### src/rtl/aux_input_conditioner_pkg.sv
// Shared constants, helpers and resume FSM encoding for the aux input conditioner.
// Optional feature macro: AUX_INPUT_AUTOREPEAT_EN (adds the REPEAT state).
package aux_input_conditioner_pkg;

  localparam int unsigned CLK_HZ  = 100_000_000;
  localparam int unsigned CLK_KHZ = CLK_HZ / 1000;

  function automatic int unsigned ms_to_cycles(input int unsigned ms);
    return ms * CLK_KHZ;
  endfunction

  // Counter width able to hold 0..n-1.
  function automatic int unsigned cnt_width(input int unsigned n);
    return (n < 2) ? 1 : $clog2(n);
  endfunction

  localparam int unsigned DEBOUNCE_CNT_DEF  = ms_to_cycles(2);
  localparam int unsigned REPEAT_DELAY_DEF  = ms_to_cycles(500);
  localparam int unsigned REPEAT_PERIOD_DEF = ms_to_cycles(100);

  typedef enum logic [1:0] {
    ST_IDLE   = 2'd0,
`ifdef AUX_INPUT_AUTOREPEAT_EN
    ST_HELD   = 2'd1,
    ST_REPEAT = 2'd2
`else
    ST_HELD   = 2'd1
`endif
  } resume_state_e;

endpackage

### src/rtl/aux_input_conditioner_debounce_bit.sv
// Single-channel conditioner: two-flop synchronizer, stability counter and
// accepted (stable) level. 'update' is high on the edge that loads a new level.
module aux_debounce_bit
  import aux_input_conditioner_pkg::*;
#(
  parameter int unsigned DebounceCnt = DEBOUNCE_CNT_DEF
) (
  input  logic clk,
  input  logic rst,
  input  logic raw,
  output logic level,
  output logic update
);

  localparam int unsigned          CntW   = cnt_width(DebounceCnt);
  localparam logic [CntW-1:0]      CntMax = CntW'(DebounceCnt - 1);

  logic            meta;
  logic            sync;
  logic            stable;
  logic [CntW-1:0] cnt;

  assign update = (sync != stable) && (cnt == CntMax);
  assign level  = stable;

  // Synchronize raw input, count consecutive disagreeing cycles, accept new level at the limit.
  always_ff @(posedge clk) begin
    if (rst) begin
      meta   <= 1'b0;
      sync   <= 1'b0;
      stable <= 1'b0;
      cnt    <= '0;
    end else begin
      meta <= raw;
      sync <= meta;
      if (update) begin
        stable <= sync;
        cnt    <= '0;
      end else if (sync != stable) begin
        cnt <= cnt + 1'b1;
      end else begin
        cnt <= '0;
      end
    end
  end

endmodule

### src/rtl/aux_input_conditioner.sv
// Debounces the slide switches and the resume push-button, flags switch
// updates and turns accepted button presses into single-cycle resume pulses.
// Optional feature macro: AUX_INPUT_AUTOREPEAT_EN (auto-repeat while held).
module aux_input_conditioner
  import aux_input_conditioner_pkg::*;
#(
  parameter int unsigned SwtBit       = 16,
  parameter int unsigned DebounceCnt  = DEBOUNCE_CNT_DEF,
  parameter int unsigned RepeatDelay  = REPEAT_DELAY_DEF,
  parameter int unsigned RepeatPeriod = REPEAT_PERIOD_DEF
) (
  input  logic              clk,
  input  logic              rst,
  input  logic [SwtBit-1:0] swt_raw,
  input  logic              resume_raw,
  output logic [SwtBit-1:0] swt,
  output logic              swt_changed,
  output logic              resume_lvl,
  output logic              resume_pulse
);

  logic [SwtBit-1:0] swt_upd;
  logic              resume_upd;
  logic              resume_upd_q;
  logic              resume_rise;
  logic              resume_fall;

  resume_state_e     state;
  resume_state_e     state_nxt;
  logic              pulse_nxt;

  aux_debounce_bit #(.DebounceCnt(DebounceCnt)) u_swt_db [SwtBit-1:0] (
    .clk    (clk),
    .rst    (rst),
    .raw    (swt_raw),
    .level  (swt),
    .update (swt_upd)
  );

  aux_debounce_bit #(.DebounceCnt(DebounceCnt)) u_resume_db (
    .clk    (clk),
    .rst    (rst),
    .raw    (resume_raw),
    .level  (resume_lvl),
    .update (resume_upd)
  );

  // Edge events on the debounced button, valid in the cycle after the level flips.
  assign resume_rise = resume_upd_q &  resume_lvl;
  assign resume_fall = resume_upd_q & ~resume_lvl;

  // Register change flags: one pulse per update edge, however many bits moved.
  always_ff @(posedge clk) begin
    if (rst) begin
      swt_changed  <= 1'b0;
      resume_upd_q <= 1'b0;
    end else begin
      swt_changed  <= |swt_upd;
      resume_upd_q <= resume_upd;
    end
  end

`ifdef AUX_INPUT_AUTOREPEAT_EN
  localparam int unsigned   RepMax = (RepeatDelay > RepeatPeriod) ? RepeatDelay : RepeatPeriod;
  localparam int unsigned   RepW   = cnt_width(RepMax);

  logic [RepW-1:0] rep_cnt;
  logic            rep_clr;

  // Hold-time counter; restarts on every state entry and every repeat pulse.
  always_ff @(posedge clk) begin
    if (rst) begin
      rep_cnt <= '0;
    end else if (rep_clr) begin
      rep_cnt <= '0;
    end else begin
      rep_cnt <= rep_cnt + 1'b1;
    end
  end
`endif

  // Resume FSM state and registered pulse.
  always_ff @(posedge clk) begin
    if (rst) begin
      state        <= ST_IDLE;
      resume_pulse <= 1'b0;
    end else begin
      state        <= state_nxt;
      resume_pulse <= pulse_nxt;
    end
  end

  // Resume FSM next-state and pulse decode.
  always_comb begin
    state_nxt = state;
    pulse_nxt = 1'b0;
`ifdef AUX_INPUT_AUTOREPEAT_EN
    rep_clr   = 1'b1;
`endif
    unique case (state)
      ST_IDLE: begin
        if (resume_rise) begin
          state_nxt = ST_HELD;
          pulse_nxt = 1'b1;
        end
      end
      ST_HELD: begin
        if (resume_fall) begin
          state_nxt = ST_IDLE;
`ifdef AUX_INPUT_AUTOREPEAT_EN
        end else if (rep_cnt == RepW'(RepeatDelay - 1)) begin
          state_nxt = ST_REPEAT;
          pulse_nxt = 1'b1;
        end else begin
          rep_clr = 1'b0;
`endif
        end
      end
`ifdef AUX_INPUT_AUTOREPEAT_EN
      ST_REPEAT: begin
        if (resume_fall) begin
          state_nxt = ST_IDLE;
        end else if (rep_cnt == RepW'(RepeatPeriod - 1)) begin
          pulse_nxt = 1'b1;
        end else begin
          rep_clr = 1'b0;
        end
      end
`endif
      default: state_nxt = ST_IDLE;
    endcase
  end

endmodule

### config.mk
export PLATFORM = sky130hd
export DESIGN_NAME = aux_input_conditioner
export DESIGN_NICKNAME = d
export VERILOG_FILES = /design/src/rtl/aux_input_conditioner_pkg.sv /design/src/rtl/aux_input_conditioner_debounce_bit.sv /design/src/rtl/aux_input_conditioner.sv
export SDC_FILE = /design/constraint.sdc
export NUM_CORES = 1
export LEC_CHECK = 0
export CORE_MARGIN = 2
export CORE_UTILIZATION = 45
export CTS_BUF_LIST = sky130_fd_sc_hd__clkbuf_16
export CTS_CLUSTER_DIAMETER = 80
export DETAILED_ROUTE_END_ITERATION = 7
export HOLD_SLACK_MARGIN = 0.15
export PLACE_DENSITY = 0.69
export SYNTH_ARGS = -nofsm -noshare
export SYNTH_HDL_FRONTEND = slang
export SYNTH_HIERARCHICAL = 1
export SYNTH_SLANG_ARGS = --single-unit
### constraint.sdc
create_clock -name clk -period 2.8 [get_ports clk]
set_input_delay 0.28 -clock clk [delete_from_list [all_inputs] [get_ports clk]]
set_output_delay 0.28 -clock clk [all_outputs]
set_load 0.02 [all_outputs]
[Yosys cells after proc, flatten, opt, wreduce, memory -nomap -nowiden]
Cells that the tools add are included.
Cells by class
  add/sub/neg operators: 17
  multipliers: 0
  div/mod/pow operators: 0
  magnitude comparators: 0
  eq/ne operators: 37
  shift operators: 0
  mux-type cells: 4
  bitwise logic cells: 21
  reduce and logical (&&, ||, !) cells: 38
Operators by type and width (number)
  adder 18 x 1 -> 18 bit, second input constant: 17
  == test 18 bit, second input constant: 17
  OR reduction 3 bit: 17
  NOT 1 bit: 19
  logical AND 1 bit: 17
  inequality test 1 bit: 17
  OR reduction 16 bit: 1
  2-to-1 mux 2 bit: 2
  inequality test 2 bit, second input constant: 2
  one-hot mux 2 bit (2 select lines): 1
  bitwise AND 1 bit: 2
  == test 2 x 1 -> 1 bit, second input constant: 1
  logical NOT 2 bit: 1
  AND reduction 2 bit: 1
  OR reduction 2 bit: 1
  2-to-1 mux 1 bit: 1
Storage, ports and cells
  register bits after elaboration: 362
  bits in latches: 0
  bits in writable memories: 0
  ROM bits: 0
  bits of input ports: 19
  output and inout port bits: 19
  word-level logic and storage cells: 189
  memories kept: 0

[Longest topological paths before layout]
Gate-level depths: netlist (run 1).
  word-level depth: 4
  mapped depth: 7
  mapped depth without buffers: 6

[Modules after synthesis]
The synthesis (run 1) kept the hierarchy.
By module, submodules not included
  aux_debounce_bit (u_resume_db ...): times used 16, cells an instance 108, area an instance 997.2 um2, seq. area each 420.4 um2
  aux_debounce_bit (u_swt_db[9]): times used 1, cells an instance 103, area an instance 939.7 um2, seq. area each 420.4 um2
  aux_input_conditioner: times used 1, cells an instance 13, area an instance 143.9 um2, seq. area each 80.1 um2

[Worst setup path after synthesis (run 1)]
OpenSTA, ideal clock, no wires.
  kind: register to register
  start: register u_swt_db[9].cnt[13]
  end: register u_swt_db[9].cnt[9]
  library setup time: 0.115 ns
  arrival time: 1.839 ns
  data required time: 2.685 ns
  slack: 0.847 ns
  stages on the path, launching flop included: 6
  buffers on the path: 1
  period minus slack after synthesis: 1.953 ns
  cells stage by stage: dfxtp_1 or4b_1 or4_4 o21ai_4 buf_4 nor2_1
Between the ends
  cells in the longest elaborated chain, start to end: 3
Ends and longest elaborated chain
  from (decl): line aux_input_conditioner_debounce_bit.sv:21  | logic [CntW-1:0] cnt;
  from (signal assigned): line aux_input_conditioner_debounce_bit.sv:40  | cnt <= cnt + 1'b1;
  == test 18 bit: line aux_input_conditioner_debounce_bit.sv:23  | assign update = (sync != stable) && (cnt == CntMax);
  logical AND 1 bit: line aux_input_conditioner_debounce_bit.sv:23
  OR reduction 3 bit (no source line)
Every way passes these cells.
A chain may end at the register's enable or synchronous reset.

[Final worst setup path (run 1)]
  start: register u_swt_db[2].cnt[0]
  end: register swt_changed
Between the ends
  cells in the longest elaborated chain, start to end: 3
Ends and longest elaborated chain
  from (decl): line aux_input_conditioner_debounce_bit.sv:21
  from (signal assigned): line aux_input_conditioner_debounce_bit.sv:40
  == test 18 bit: line aux_input_conditioner_debounce_bit.sv:23
  logical AND 1 bit: line aux_input_conditioner_debounce_bit.sv:23
  named net swt_upd[2]: line aux_input_conditioner.sv:22  | logic [SwtBit-1:0] swt_upd;
  OR reduction 16 bit: line aux_input_conditioner.sv:58  | swt_changed <= |swt_upd;
  to (signal assigned): line aux_input_conditioner.sv:58
  to (decl): line aux_input_conditioner.sv:17  | output logic swt_changed,
The timed path passes the listed nets, and every way through them passes these cells.

==> results.sh, run 1 <==
export IMPL_power_total_mw=10.21
export IMPL_finalCriticalPeriod_ns=2.274
export IMPL_setup_viol=0
export IMPL_layout_setup_ws_ns=0.5260
export IMPL_clk_pin_slew_ns=0.06
export IMPL_drtIter0Drc=669
export IMPL_tightest_slew_ns=0.9225
export IMPL_slew_headroom_pct=37.93
export IMPL_area_growth_pct=10.02
export IMPL_final_cells=2414
export IMPL_final_layout_size_suffix_gt1_share_pct=9.249
export IMPL_cts_tree="built"
export IMPL_overflow=0
export IMPL_io_buffer_count=37
export IMPL_postCtsHoldBufs=0
export IMPL_fillCellCount=3548
export IMPL_rsz0062_at_grt="no"
export IMPL_timing_hold_ws_ns=0.2875
export IMPL_yosysSeqAreaShare_pct=42.41
export IMPL_grt_pass1_wl_um=55730
export IMPL_period_share_pct=81.21
export IMPL_vdd_ir_drop_max_uv=528.0
export IMPL_cts_root_buf="clkbuf_16"
export IMPL_synthTopCellsByArea="dfxtp_1 42%, nor2_1 6.8%, xor2_1 6.7%"
export IMPL_coreArea_um2=37490
export IMPL_clock_fmax_mhz=439.8
export IMPL_dp_hpwl_um=21920
export IMPL_syn_area_um2=17040
export IMPL_vias=12988
export IMPL_skew_ns=0.02230
export IMPL_synthArstFlopShare_pct=0
export IMPL_cts_resized_gates=0
export IMPL_dp_slack_ns=0.5614
export IMPL_synth_edf_count=0
export IMPL_drtAntennaViolNets=0
export IMPL_synth_top_area_share_pct=42.41
export IMPL_synth_cell_types=40
export IMPL_cts_setup_buffers=0
export IMPL_synth_avg_cell_area_um2=9.240
export IMPL_synth_area_leader_cell="dfxtp_1"
export IMPL_cts_htree_levels=2
export IMPL_rows=71
export IMPL_ys_ff_latch=361
export IMPL_yosys_warnings=6
export IMPL_drtPass1Iterations=5
export IMPL_grtUsageTotal_pct=16.50
export IMPL_register_area_um2=7227
export IMPL_path_cells="ha_1 -> and4_2 -> nand3_1 -> nor4b_1 -> nor4_1 -> a41oi_1"
export IMPL_dieArea_um2=39440
export IMPL_dp_cells=2347
export IMPL_routed_wl_um=32570
export IMPL_hold_violations=0
export IMPL_wl_per_cell_um=13.49
export IMPL_n_antenna_cell=0
export IMPL_fp_dieH_um=198.6
export IMPL_layout_nets=1913
export IMPL_tns_ns=0
export IMPL_post_drt_via_cell_ratio=5.380
export IMPL_cpPeakStageDelay_ns=0.81
export IMPL_cp_arrival_ns=2.65
export IMPL_cts_sinks=361
export IMPL_slew_violations=0
export IMPL_hp_class="input pin to register"
export IMPL_drcViolationCount=0
export IMPL_p_leak_nw=5.979
export IMPL_multi_input_area_um2=9065
export IMPL_p_per_area_nw_per_um2=544.8
export IMPL_cp_start_kind="register"
export IMPL_clockBufferDepth=3
export IMPL_criticalPathCategory="register to register"
export IMPL_crit_fanout=4
export IMPL_grt_pass1_vias=12145
export IMPL_cts_buffers=39
export IMPL_syn_num_nets=1880
export IMPL_endpoint_kind="register"
export IMPL_die_w_um=198.6
export IMPL_layout_common_cells="361 x dfxtp_1, 307 x nor2_1, 146 x nand4_1, 135 x nand3_1, 131 x xor2_1"
export IMPL_cp_slowest_cell="nor4_1"
export IMPL_grt_start_max_net_pins=57
export IMPL_start_util_pct=45.45
export IMPL_drv_cap=0
export IMPL_syn_inst=1844
export IMPL_gp_congestion=0.8278
export IMPL_worstPathRequired_ns=3.18
export IMPL_clk_latency_ns=0.54
export IMPL_antenna_found_initial=0
export IMPL_status="complete, no violations"
export IMPL_ios=38
export IMPL_layout_commonest_cell="dfxtp_1"
export IMPL_synth_flop_cell="dfxtp_1"
## critical path: cells and delay by family, from the launching register on
family / cells / cell delay [ns]
compound gates: 1 / 0.20
flops: 1 / 0.33
simple gates: 4 / 1.34
fa+ha+maj: 1 / 0.25
## synthesized netlist by cell type, drive strengths merged (17+ instances only)
cell / n
mux2i: 18
nand2: 52
and3: 32
nor4b: 49
buf: 49
ha: 17
nor2b: 51
xnor2: 107
or4: 19
inv: 52
xor2: 131
a21oi: 52
nand3: 135
o21ai: 68
or3: 35
dfxtp: 361
nor4: 40
and4: 48
nor2: 307
nand4: 162
## sequential cells by signal, indices dropped and copies added (netlist names)
| register | cells |
|---|---|
| resume_pulse | 1 |
| resume_upd_q | 1 |
| state | 1 |
| swt_changed | 1 |
| u_resume_db/cnt | 18 |
| u_resume_db/level | 1 |
| u_resume_db/meta | 1 |
| u_resume_db/sync | 1 |
| u_swt_db/cnt | 288 |
| u_swt_db/level | 16 |
| u_swt_db/meta | 16 |
| u_swt_db/sync | 16 |
## final timing paths
| path | startpoint | to | slack, ns | cells after the start |
|---|---|---|---|---|
| worst max register to register | u_swt_db[2]/cnt[0]$_SDFF_PP0_ | swt_changed$_SDFF_PP0_ | 0.53 | 6 |
| worst min register to register | u_swt_db[0]/meta$_SDFF_PP0_ | u_swt_db[0]/sync$_SDFF_PP0_ | 0.42 | 1 |
| worst max-delay path | u_swt_db[2]/cnt[0]$_SDFF_PP0_ | swt_changed$_SDFF_PP0_ | 0.53 | 6 |
| worst min-delay path | rst | state[0]$_SDFFE_PP0P_ | 0.29 | 2 |
## layout make-up
class	instances	area share (%)
Clock buffer	40	5.339
Clock inverter	27	1.141
Inverter	52	1.041
Multi-Input combinational cell	1381	48.35
Sequential cell	361	38.55
Tap cell	511	3.411
Timing Repair Buffer	42	2.162
## where the power goes
part | internal [mW] | leakage, nW | switching, mW
clock network | 2.86 | 0.614 | 2.04
logic | 0.0518 | 2.45 | 0.0779
registers | 5.17 | 2.91 | 0.0170
## per-stage QoR
step	area, um2	util [%]
2_1_floorplan	17040	-
3_3_place_gp	17530	46.77
3_5_place_dp	17530	46.77
4_1_cts	18750	50.01
5_1_grt	18750	50.01
6_report	18750	50.01
## logic make-up (layout without fill, tap and decap cells)
| group | Yosys count | count (layout) | synth area share, % |
|---|---|---|---|
| AO/OA/AOI/OAI | 137 | 137 | 5.052 |
| XOR/XNOR | 238 | 238 | 12.23 |
| adder cells (fa/ha/maj) | 17 | 17 | 1.248 |
| buffers and inverters | 102 | 161 | 4.384 |
| flip-flops | 361 | 361 | 42.41 |
| multiplexers | 18 | 18 | 1.057 |
| AND/OR/NAND/NOR | 971 | 971 | 33.61 |
## layer usage
metal  track usage (%)  vias up  part of all wire, %
li1                  -     6653                    -
met1             21.38     6106                   48
met2             27.95      178                   46
met3             2.967       51                  4.0
met4             4.975        0                  2.1
met5                 0        -                    0
(Power assumes the default switching activity.)
==> run 2: changes to the inputs <==
==> constraint.sdc (replaced) <==
create_clock -name clk -period 2.3 [get_ports clk]
set_input_delay 0.23 -clock clk [delete_from_list [all_inputs] [get_ports clk]]
set_output_delay 0.23 -clock clk [all_outputs]
set_load 0.02 [all_outputs]
==> run 2 against run 1 <==
  * Via count rose by 2.6%
  * Combinational power increased by 38%
  * Largest cell class unchanged
  * Largest power group is now the clock network
  * Wire length up 0.77%
  * Clock power grew 34%
==> results.sh, run 2 (synthesized netlist as in run 1, its figures left out) <==
export IMPL_ff2ff_path_depth=6
export IMPL_cp_depth=6
export IMPL_vias=13331
export IMPL_period_share_pct=92.86
export IMPL_endpoint_kind="register"
export IMPL_rows=71
export IMPL_drtAntennaViolNets=0
export IMPL_critical_path_top_delay_family="simple AND/OR/NAND/NOR gates"
export IMPL_setup_viol=0
export IMPL_cp_arrival_ns=2.53
export IMPL_worstPathRequired_ns=2.70
export IMPL_io_buffer_count=37
export IMPL_cts_tree="built"
export IMPL_p_per_area_nw_per_um2=679.7
export IMPL_finalCriticalPeriod_ns=2.136
export IMPL_grt_pass1_vias=12601
export IMPL_cts_buffers=40
export IMPL_clock_fmax_mhz=468.2
export IMPL_dieArea_um2=39440
export IMPL_clk_pin_slew_ns=0.06
export IMPL_dp_slack_ns=0.1859
export IMPL_grtUsageTotal_pct=16.91
export IMPL_post_dp_cell_area_um2=17860
export IMPL_dp_hpwl_um=22650
export IMPL_fillCellCount=3463
export IMPL_drcViolationCount=0
export IMPL_vdd_ir_drop_max_uv=522.3
export IMPL_slew_violations=0
export IMPL_hold_start="resume_raw"
export IMPL_skew_ns=0.02105
export IMPL_antenna_found_initial=1
export IMPL_fp_dieH_um=198.6
export IMPL_routed_wl_um=32820
export IMPL_start_util_pct=45.45
export IMPL_regMostFlops="u_swt_db/cnt"
export IMPL_cp_slowest_cell="nor4_1"
export IMPL_p_leak_nw=6.250
export IMPL_die_w_um=198.6
export IMPL_largestRegisters="u_swt_db/cnt: 288 flops, u_resume_db/cnt: 18 flops"
export IMPL_area_growth_pct=12.77
export IMPL_drtPass1Iterations=6
export IMPL_cts_root_buf="clkbuf_16"
export IMPL_clockBufferDepth=3
export IMPL_n_antenna_cell=0
export IMPL_overflow=0
export IMPL_cp_num_buf_inv=0
export IMPL_cts_htree_levels=2
export IMPL_final_layout_size_suffix_gt1_share_pct=11.21
export IMPL_status="complete, no violations"
export IMPL_hold_path_depth=2
export IMPL_path_cells="ha_1 -> and4_2 -> nand3_1 -> nor4b_1 -> nor4_1 -> a41oi_1"
export IMPL_cts_sinks=361
export IMPL_crit_fanout=4
export IMPL_drv_cap=0
export IMPL_ios=38
export IMPL_holdPathEnd="u_resume_db/meta$_SDFF_PP0_"
export IMPL_layout_nets=1955
export IMPL_r2r_slack_ns=0.16
export IMPL_tightest_slew_ns=0.7837
export IMPL_coreArea_um2=37490
export IMPL_timing_hold_ws_ns=0.2444
export IMPL_tns_ns=0
export IMPL_rsz0062_at_grt="no"
export IMPL_worstReg2RegStart="u_swt_db[2]/cnt[0]$_SDFF_PP0_"
export IMPL_slew_headroom_pct=47.27
export IMPL_largest_reg_flops=288
export IMPL_layout_common_cells="361 x dfxtp_1, 307 x nor2_1, 146 x nand4_1, 135 x nand3_1, 131 x xor2_1"
export IMPL_clk_latency_ns=0.54
export IMPL_grt_pass1_wl_um=57180
export IMPL_layout_commonest_cell="dfxtp_1"
export IMPL_criticalPathCategory="register to register"
export IMPL_cts_resized_gates=0
export IMPL_gp_congestion=0.8182
export IMPL_rr_endpoint="swt_changed$_SDFF_PP0_"
export IMPL_layout_setup_ws_ns=0.1642
export IMPL_hold_violations=0
export IMPL_cp_startpoint="u_swt_db[2]/cnt[0]$_SDFF_PP0_"
export IMPL_wl_per_cell_um=13.36
export IMPL_hp_class="input pin to register"
export IMPL_drtIter0Drc=603
export IMPL_cp_start_kind="register"
export IMPL_post_drt_via_cell_ratio=5.428
export IMPL_cpPeakStageDelay_ns=0.70
export IMPL_grt_start_max_net_pins=33
export IMPL_stdcell_area_um2=19210
==> run 2: cell count changes in the layout (fill, tap and decap cells not counted), sizes merged <==
cell         previous run  this run
buf                     6        46
bufinv                  3         8
clkinvlp                2         1
dlygate4sd3             0         1
clkinv                 16        12
inv                    58        59
==> run 2: layout make-up <==
class	instances	area, um2	share of cell area, %
clock buffer	40	1001	5.209
clock inverter	28	346.6	1.804
inverter	52	195.2	1.016
multi-input combinational	1381	9065	47.18
sequential	361	7227	37.61
tap	511	639.4	3.327
timing repair buffer	83	740.7	3.855
==> run 2: how the worst max path moves through the flow <==
stage / end / slack (ns)
finish: swt_changed$_SDFF_PP0_ / 0.16
global route: swt_changed$_SDFF_PP0_ / 0.08
CTS: u_swt_db[9]/cnt[5]$_SDFF_PP0_ / 0.18
detailed placement: u_swt_db[9]/cnt[5]$_SDFF_PP0_ / 0.19
global placement: swt_changed$_SDFF_PP0_ / 0.24
floorplan: u_swt_db[9]/cnt[9]$_SDFF_PP0_ / 0.35
==> run 2: per-stage QoR <==
step                      power, mW  cells  utilization, %
after floorplan               6.539   1844               -
after global placement        6.623   2387           47.63
after detailed placement      6.627   2387           47.63
after CTS                     13.27   2456           51.25
final                         13.06   2456           51.25
after global routing          13.52   2456           51.25
==> run 2: what timing repair did <==
action                                 CTS  global route
hold buffers                             1             0
setup buffers                            0             0
endpoints found under the hold margin   12             0
==> run 2: worst reg2reg max path, delay by kind of cell, from the launching register on <==
family / cells / cell delay (ns)
AND/OR/NAND/NOR: 4 / 1.23
flip-flops: 1 / 0.33
adder cells (fa/ha/maj): 1 / 0.25
AO/OA/AOI/OAI: 1 / 0.19
==> run 2: report_power, final <==
| group | leakage (nW) | internal, mW | switching [mW] |
|---|---|---|---|
| registers | 2.91 | 6.29 | 0.0199 |
| clock network | 0.675 | 4.06 | 2.51 |
| logic | 2.66 | 0.0795 | 0.0992 |
==> run 2: routing by layer <==
layer | wire length (um) | global-route usage (%) | part of all wire [%]
met1 | 15930 | 22.19 | 49
met2 | 14950 | 28.33 | 46
met3 | 1203 | 2.781 | 3.7
met4 | 735 | 5.473 | 2.2
met5 | 0 | 0 | 0
